File: src/rtl/frame_parser.sv
// frame_parser: pulls bytes from a UART RX FIFO, hunts for SYNC_BYTE, checks
// the LEN field and the (LEN + payload) checksum, buffers the payload and
// replays it on a valid/ready stream once the frame checks out. Errors are
// reported as single-cycle pulses and counted in a saturating counter.
module frame_parser #(
  parameter int unsigned MAX_LEN        = 16,
  parameter int unsigned TIMEOUT_CYCLES = 27_000,
  parameter logic [7:0]  SYNC_BYTE      = 8'hA5
) (
  input  logic       CLK,
  input  logic       RST,
  input  logic [7:0] in_data,
  input  logic       in_avail,
  output logic       in_pop,
  output logic [7:0] out_data,
  output logic       out_valid,
  input  logic       out_ready,
  output logic       out_last,
  output logic       frame_ok,
  output logic       chk_err,
  output logic       len_err,
  output logic       timeout_err,
  output logic [7:0] err_count
);

  localparam int unsigned    IW       = (MAX_LEN > 1) ? $clog2(MAX_LEN) : 1;
  localparam int unsigned    TW       = (TIMEOUT_CYCLES > 1) ? $clog2(TIMEOUT_CYCLES) : 1;
  localparam logic [7:0]     LEN_MAX8 = 8'(MAX_LEN);
  localparam logic [TW-1:0]  TMO_LAST = TW'(TIMEOUT_CYCLES - 1);

  typedef enum logic [2:0] {
    S_HUNT,
    S_LEN,
    S_PAYLOAD,
    S_CHK,
    S_DRAIN
  } state_t;

  state_t          r_state;
  state_t          w_next;
  logic [7:0]      r_len;
  logic [7:0]      r_sum;
  logic [IW-1:0]   r_wr_idx;
  logic [IW-1:0]   r_rd_idx;
  logic [TW-1:0]   r_tmo;
  logic [7:0]      r_buf [MAX_LEN];
  logic            r_frame_ok;
  logic            r_chk_err;
  logic            r_len_err;
  logic            r_tmo_err;
  logic [7:0]      r_err_count;

  logic            w_pop;
  logic            w_wait_state;
  logic            w_tmo_hit;
  logic [7:0]      w_len_m1;
  logic            w_len_bad;
  logic            w_wr_last;
  logic            w_rd_last;
  logic            w_xfer;
  logic            w_frame_ok;
  logic            w_chk_err;
  logic            w_len_err;
  logic            w_tmo_err;
  logic            w_any_err;

  // Datapath decodes shared by the FSM and the registers.
  always_comb begin
    w_wait_state = (r_state == S_LEN) || (r_state == S_PAYLOAD) || (r_state == S_CHK);
    // Gated by RST so the FIFO is never popped while reset is held.
    w_pop        = RST && in_avail && (w_wait_state || (r_state == S_HUNT));
    // A byte arriving on the expiry cycle wins over the timeout.
    w_tmo_hit    = w_wait_state && !w_pop && (r_tmo == TMO_LAST);
    w_len_m1     = r_len - 8'd1;
    w_len_bad    = (in_data == 8'd0) || (in_data > LEN_MAX8);
    w_wr_last    = (8'(r_wr_idx) == w_len_m1);
    w_rd_last    = (8'(r_rd_idx) == w_len_m1);
    w_xfer       = (r_state == S_DRAIN) && out_ready;
  end

  // Next-state and event decode.
  always_comb begin
    w_next     = r_state;
    w_frame_ok = 1'b0;
    w_chk_err  = 1'b0;
    w_len_err  = 1'b0;
    w_tmo_err  = 1'b0;
    unique case (r_state)
      S_HUNT: begin
        if (w_pop && (in_data == SYNC_BYTE)) w_next = S_LEN;
      end
      S_LEN: begin
        if (w_pop) begin
          if (w_len_bad) begin
            w_len_err = 1'b1;
            w_next    = S_HUNT;
          end else begin
            w_next = S_PAYLOAD;
          end
        end else if (w_tmo_hit) begin
          w_tmo_err = 1'b1;
          w_next    = S_HUNT;
        end
      end
      S_PAYLOAD: begin
        if (w_pop) begin
          if (w_wr_last) w_next = S_CHK;
        end else if (w_tmo_hit) begin
          w_tmo_err = 1'b1;
          w_next    = S_HUNT;
        end
      end
      S_CHK: begin
        if (w_pop) begin
          if (in_data == r_sum) begin
            w_frame_ok = 1'b1;
            w_next     = S_DRAIN;
          end else begin
            w_chk_err = 1'b1;
            w_next    = S_HUNT;
          end
        end else if (w_tmo_hit) begin
          w_tmo_err = 1'b1;
          w_next    = S_HUNT;
        end
      end
      S_DRAIN: begin
        if (w_xfer && w_rd_last) w_next = S_HUNT;
      end
      default: w_next = S_HUNT;
    endcase
    w_any_err = w_chk_err || w_len_err || w_tmo_err;
  end

  // State register, frame bookkeeping, timeout counter and event pulses.
  always_ff @(posedge CLK or negedge RST) begin
    if (!RST) begin
      r_state     <= S_HUNT;
      r_len       <= '0;
      r_sum       <= '0;
      r_wr_idx    <= '0;
      r_rd_idx    <= '0;
      r_tmo       <= '0;
      r_frame_ok  <= 1'b0;
      r_chk_err   <= 1'b0;
      r_len_err   <= 1'b0;
      r_tmo_err   <= 1'b0;
      r_err_count <= '0;
    end else begin
      r_state    <= w_next;
      r_frame_ok <= w_frame_ok;
      r_chk_err  <= w_chk_err;
      r_len_err  <= w_len_err;
      r_tmo_err  <= w_tmo_err;

      if (w_any_err && (r_err_count != 8'hFF)) r_err_count <= r_err_count + 8'd1;

      if (w_pop || !w_wait_state || w_tmo_hit) r_tmo <= '0;
      else                                     r_tmo <= r_tmo + TW'(1);

      if ((r_state == S_LEN) && w_pop && !w_len_bad) begin
        r_len    <= in_data;
        r_sum    <= in_data;
        r_wr_idx <= '0;
      end

      if ((r_state == S_PAYLOAD) && w_pop) begin
        r_sum    <= r_sum + in_data;
        r_wr_idx <= r_wr_idx + IW'(1);
      end

      if (w_frame_ok) r_rd_idx <= '0;
      else if (w_xfer) r_rd_idx <= w_rd_last ? '0 : r_rd_idx + IW'(1);
    end
  end

  // Payload buffer; contents are don't-care after reset.
  always_ff @(posedge CLK) begin
    if ((r_state == S_PAYLOAD) && w_pop) r_buf[r_wr_idx] <= in_data;
  end

  assign in_pop      = w_pop;
  assign out_valid   = (r_state == S_DRAIN);
  assign out_data    = (r_state == S_DRAIN) ? r_buf[r_rd_idx] : '0;
  assign out_last    = (r_state == S_DRAIN) && w_rd_last;
  assign frame_ok    = r_frame_ok;
  assign chk_err     = r_chk_err;
  assign len_err     = r_len_err;
  assign timeout_err = r_tmo_err;
  assign err_count   = r_err_count;

endmodule

File: config.mk
export PLATFORM = sky130hd
export DESIGN_NAME = frame_parser
export DESIGN_NICKNAME = d
export VERILOG_FILES = /design/src/rtl/frame_parser.sv
export SDC_FILE = /design/constraint.sdc
export NUM_CORES = 1
export LEC_CHECK = 0
export BUFFER_PORTS_ARGS = -buffer_cell sky130_fd_sc_hd__buf_2
export CAP_MARGIN = 10
export CORE_ASPECT_RATIO = 1.75
export CORE_MARGIN = 5
export CORE_UTILIZATION = 40
export CTS_CLUSTER_DIAMETER = 60
export DETAILED_ROUTE_END_ITERATION = 8
export PLACE_DENSITY = 0.56
export SYNTH_ARGS = -nofsm -noshare
export SYNTH_HDL_FRONTEND = slang
export SYNTH_SLANG_ARGS = --single-unit
File: constraint.sdc
create_clock -name CLK -period 2.3 [get_ports CLK]
set_input_delay 0.115 -clock CLK [delete_from_list [all_inputs] [get_ports CLK]]
set_output_delay 0.115 -clock CLK [all_outputs]
set_load 0.05 [all_outputs]
==> impl_metrics.toml, run 1 <==
[placed_design]
dp_hpwl_mm = 13.6
port_buffers = 34
place_congestion = 0.798
place_area_um2 = 8850
dp_slack_ps = 104

[synthesis]
yosys.area.top_type = "edfxtp_1"
netlist_instances = 518
yosys_warnings = 0
async_reset_ff_frac = 0.297
dominantRegCellSynth = "edfxtp_1"
syn_area_um2 = 8120
ys_seq_area_frac = 0.640
ys_seq_elements = 182
synthTopCellsByArea = "edfxtp_1 47%, dfrtp_1 17%, mux4_2 11%"
synth_edf_count = 128
synth_area_per_cell_um2 = 15.7
syn_nets = 546
yosysUniqueCellTypes = 55
yosysTopAreaCellShare = 0.474

[global_routing]
grt_pass1_wl_mm = 30.1
antenna_found_initial = 0
overflow = 0
grt_max_degree = 50
track_usage = 0.171
grt_pass1_vias = 5149

[clocking]
htreeDepth = 4
cts_buffers = 17
cts_root_buffer = "clkbuf_16"
clk_path_buf_depth = 2
clkSinkCount = 182
clkSlewWorstSetupHoldPaths_ps = 60
tritoncts = "yes"
clock_latency_ps = 430

[setup_path]
cp.arrival_ps = 2440
cp.required_ps = 2180
worstSetupPathType = "register to output port"
crit_chain = "buf_12 > buf_12 > mux4_2 > mux4_2 > and2_4 > buf_6"
cp_slowest_stage_delay_ps = 530
endpoint_kind = "output port"
worstSetupStartpointType = "register"
path_max_fanout = 8
crit_path_top_delay_cell = "mux4_2"

[cells_and_area]
final_cell_mix = "128 x edfxtp_1, 51 x dfrtp_1, 40 x mux4_2, 37 x buf_4, 29 x nor2_1"
area_growth_pct = 19.3
final_common_cell = "edfxtp_1"
fill_cells = 1747
drive_above_1_share = 0.300
finalInstanceArea_um2 = 9680
final_nets = 624

[timing]
tightest_slew_ps = 670
layout_min_cycle_time_ps = 2560
fin_skew_ps = 7.82
fin_ws_ps = -259
finalMaxSlewViolations = 0
timing.final.hold_violations = 0
finalSetupViolCount = 8
relSlewSlack = 0.554
rsz0062_at_grt = "yes"
period_share = 1.11
max_freq_mhz = 391

[status]
violations = "negative setup slack"
status = "finished with violations"

[route]
drc = 0
drt-initial-drc-count = 221
wirelength_mm = 19.2
dr.pass1.iters = 4
vias = 4711
wl_per_cell_um = 22.4
viasPerCell = 5.49
drt.antenna.violating_nets = 0

[floorplanning]
ios = 35
start_util = 0.403
num_rows = 69
die_h_um = 198
die_area_um2 = 23400
fp.coreArea_um2 = 20100
dieWidth_um = 118

[power]
max-vdd-ir-drop_uv = 390
p_leak_nw = 3.68
power.total_mw = 6.42
p_per_area_nw_per_um2 = 663

[min_path]
hp-class = "primary input to register"

[job]
cap_violations = 0
==> synth_stat cells (all sizes together) (2+ instances only) <==
cell and n:
a21boi 2, nand2b 3, xor2 21, nor4b 6, and3b 4, mux4 40, nand3b 3, and3 15
inv 13, nor3 8, a21o 4, and2 14, nor2 29, o21bai 2, clkbuf 13, mux2 7
nand4 4, a21oi 12, o211ai 2, a221o 5, and4 10, o2111ai 2, nor4bb 4, ha 15
nor2b 7, nand3 16, a32o 2, a211o 2, nor4 3, o22ai 2, dfrtp 54, or3 3
buf 10, nor3b 5, o21ai 2, xnor2 13, edfxtp 128, a31oi 3, nand2 21
==> routing by layer <==
| layer | part of all wire | vias to the layer above | GRT usage |
|---|---|---|---|
| met5 | 0 | - | 0 |
| li1 | - | 2168 | - |
| met2 | 0.59 | 69 | 0.334 |
| met3 | 0.025 | 19 | 0.0284 |
| met4 | 0.017 | 0 | 0.0629 |
| met1 | 0.37 | 2455 | 0.184 |
==> critical path: cells and delay by family (launching register included) <==
| kind | cells | cell delay (ps) |
|---|---|---|
| DFF | 1 | 420 |
| and+or+nand+nor | 1 | 180 |
| buffers and inverters | 3 | 400 |
| muxes | 2 | 1020 |
==> area by class of cell <==
cell class	instances	area, um2	share of cell area
Inverter	13	48.8	0.00504
Clock inverter	14	116	0.0120
Sequential cell	182	5200	0.537
Multi-Input combinational cell	300	2860	0.295
Timing Repair Buffer	82	714	0.0738
Antenna cell	1	2.50	0.000258
Clock buffer	18	429	0.0443
Tap cell	248	310	0.0321
==> state kept, by name, summed over array words and instances (netlist names) <==
name / count
r_len: 8
frame_ok: 1
r_buf: 128
r_state: 3
r_rd_idx: 4
err_count: 8
chk_err: 1
r_tmo: 15
r_sum: 8
timeout_err: 1
len_err: 1
r_wr_idx: 4
==> where the power goes <==
part / switching [mW] / internal, mW
clock: 1.29 / 1.41
sequential: 0.0102 / 3.52
combinational: 0.127 / 0.0638
==> stage by stage <==
| step | cells | TNS, ps | utilization | hold WS [ps] |
|---|---|---|---|---|
| after CTS | 857 | -2260 | 0.480 | 41.6 |
| after detailed placement | 815 | 0 | 0.440 | -10.1 |
| after floorplan | 518 | -696 | - | -181 |
| final | 858 | -1890 | 0.481 | 50.3 |
| after global routing | 857 | -2480 | 0.481 | 69.5 |
| after global placement | 815 | 0 | 0.440 | -12.4 |
==> cells by family (layout without fill, tap and decap cells) <==
logic type / count (synthesis) / in the layout / share of synthesized area
AOI/OAI and AO/OA: 45 / 45 / 0.0405
xor gates and xnor gates: 35 / 35 / 0.0395
other: 0 / 1 / 0
buffers and inverters: 36 / 127 / 0.0208
DFF: 182 / 182 / 0.640
and+or+nand+nor: 156 / 156 / 0.111
muxes: 48 / 48 / 0.122
adders and majority gates: 16 / 16 / 0.0256
==> path summary, 6_finish.rpt <==
check                            startpoint           to  slack, ps  cells after the start
worst min-delay path             in_data[2]     r_sum[2]         50                      2
max in group asynchronous               RST     r_len[0]       1290                      3
min in group asynchronous               RST   r_state[1]         70                      2
worst min register to register     r_tmo[0]     r_tmo[0]        460                      1
worst max-delay path            r_rd_idx[0]  out_data[6]       -260                      6
worst max register to register     r_sum[1]  r_rd_idx[2]        120                      7
==> timing repair <==
action | in CTS | in global routing
endpoints found under the setup margin | 9 | 10
setup buffers | 5 | 0
pin swaps | 2 | 0
gates cloned | 2 | 1
hold buffers | 3 | 0
resized for setup | 35 | 6
hold endpoints to repair | 8 | 0
(Power assumes the default switching activity.)
==> inputs of run 2 (changes only) <==
==> config.mk (replaced) <==
export PLATFORM = sky130hd
export DESIGN_NAME = frame_parser
export DESIGN_NICKNAME = d
export VERILOG_FILES = /design/src/rtl/frame_parser.sv
export SDC_FILE = /design/constraint.sdc
export NUM_CORES = 1
export LEC_CHECK = 0
export BUFFER_PORTS_ARGS = -buffer_cell sky130_fd_sc_hd__buf_4
export CAP_MARGIN = 10
export CORE_ASPECT_RATIO = 1.75
export CORE_MARGIN = 5
export CORE_UTILIZATION = 35
export CTS_CLUSTER_DIAMETER = 60
export DETAILED_ROUTE_END_ITERATION = 8
export PLACE_DENSITY = 0.5
export SYNTH_ARGS = -nofsm -noshare
export SYNTH_HDL_FRONTEND = slang
export SYNTH_SLANG_ARGS = --single-unit
==> impl_metrics.toml, run 2 (synthesis gave the netlist of run 1 again) <==
[status]
status = "finished with violations"
violations = "negative setup slack"

[setup_path]
worstSetupPathType = "register to output port"
worstSetupStartpointType = "register"
crit_chain = "buf_8 > buf_12 > mux4_2 > mux4_2 > and2_4 > buf_6"
path_max_fanout = 5
endpoint_kind = "output port"
crit_family = "multiplexers"
cp_num_buf_inv = 3
timing.critical_path.mode_cell = "mux4_2"
cp.arrival_ps = 2430
r2r_slack_ps = 150
crit_path_top_delay_cell = "mux4_2"
cp.required_ps = 2180
cp_slowest_stage_delay_ps = 520

[clocking]
clock_latency_ps = 430
cts_root_buffer = "clkbuf_16"
clkSlewWorstSetupHoldPaths_ps = 70
clk_path_buf_depth = 2
clkSinkCount = 182
htreeDepth = 4
tritoncts = "yes"
cts_buffers = 17

[global_routing]
grt_use_met1 = 0.160
antenna_found_initial = 0
grt_pass1_wl_mm = 29.9
top_usage_layer = "met2"
grt_max_degree = 37
grt_util_met3 = 0.0305
grtUsageMet2 = 0.286
overflow = 0
grt_pass1_vias = 5277
track_usage = 0.150

[timing]
finalSetupViolCount = 8
timing.final.hold_violations = 0
layout_min_cycle_time_ps = 2540
rsz0062_at_grt = "yes"
finalMaxSlewViolations = 0
period_share = 1.11
fin_ws_ps = -242
tightest_slew_ps = 681
relSlewSlack = 0.546
max_freq_mhz = 393
fin_skew_ps = 9.10

[power]
power.total_mw = 6.32
max-vdd-ir-drop_uv = 383
p_leak_nw = 3.73
p_per_area_nw_per_um2 = 641

[route]
drt-initial-drc-count = 297
wirelength_mm = 19.2
dr.pass1.iters = 4
wl_per_cell_um = 20.8
drc = 0
viasPerCell = 5.22
drt.antenna.violating_nets = 0
vias = 4826

[cells_and_area]
drive_above_1_share = 0.315
area_growth_pct = 21.6
top_register = "r_buf"
final_nets = 640
fill_cells = 2085
instances_no_fill = 925
reg_top3 = "r_buf x128, r_tmo x15"
finalInstanceArea_um2 = 9870
n_antenna_cell = 0
final_common_cell = "edfxtp_1"
final_cell_mix = "128 x edfxtp_1, 78 x buf_4, 52 x dfrtp_1, 40 x mux4_2, 29 x nor2_1"
largest_reg_flops = 128

[floorplanning]
die_area_um2 = 26500
dieWidth_um = 125
num_rows = 73
die_h_um = 211
fp.coreArea_um2 = 22800
ios = 35
start_util = 0.355

[placed_design]
dp_hpwl_mm = 13.6
port_buffers = 34
dp_cells = 882
place_congestion = 0.823
dp_slack_ps = 53.9
place_area_um2 = 9100

[min_path]
hp-class = "primary input to register"

[job]
cap_violations = 0
## run 2: final cells by class
class / instances / area, um2 / share of cell area
Clock buffer: 19 / 433 / 0.0439
Clock inverter: 13 / 80.1 / 0.00812
Inverter: 13 / 48.8 / 0.00495
Multi-Input combinational cell: 300 / 2870 / 0.291
Sequential cell: 182 / 5200 / 0.527
Tap cell: 300 / 375 / 0.0380
Timing Repair Buffer: 98 / 861 / 0.0872
## run 2: worst paths after layout
kind,startpoint,to,cells past startpoint
setup / recovery,r_rd_idx[0],out_data[7],6
hold / removal,in_data[0],r_buf[0][0],1
setup reg to reg,r_sum[1],r_rd_idx[2],7
hold reg to reg,r_tmo[0],r_tmo[0],1
max in group asynchronous,RST,r_rd_idx[0],3
min in group asynchronous,RST,len_err,3
## run 2: worst register-to-register path, stage by stage (launching register included)
cell and delay [ps]:
dfrtp_1 410, ha_1 330, nor4_2 300, buf_4 150
and3_1 180, and3_2 270, nor2_1 100, a211o_1 310
## run 2: what timing repair did
action / 4_1_cts / 5_1_grt
buffers inserted: 5 / 3
gates resized for setup: 25 / 19
hold buffers: 3 / 0
pin swaps: 1 / 3
endpoints found under the setup margin: 9 / 13
endpoints found under the hold margin: 56 / 0
## run 2: where the power goes
| part | leakage (nW) | internal, mW | switching (mW) |
|---|---|---|---|
| clock network | 0.250 | 1.37 | 1.22 |
| registers | 1.88 | 3.52 | 0.00989 |
| logic | 1.61 | 0.0710 | 0.129 |
## run 2: routing by layer
layer  wire (um)  part of all wire
met1        7300              0.38
met2       10900              0.57
met3         556             0.029
met4         505             0.026
met5           0                 0
## run 2: through the flow
| stage | hold WS (ps) | util | setup TNS [ps] |
|---|---|---|---|
| CTS | 40.3 | 0.427 | -1990 |
| finish | 46.7 | 0.432 | -1680 |
| detailed placement | 198 | 0.398 | 0 |
| global placement | 201 | 0.398 | 0 |
| floorplan | -181 | - | -696 |
| global route | 40.9 | 0.432 | -2260 |
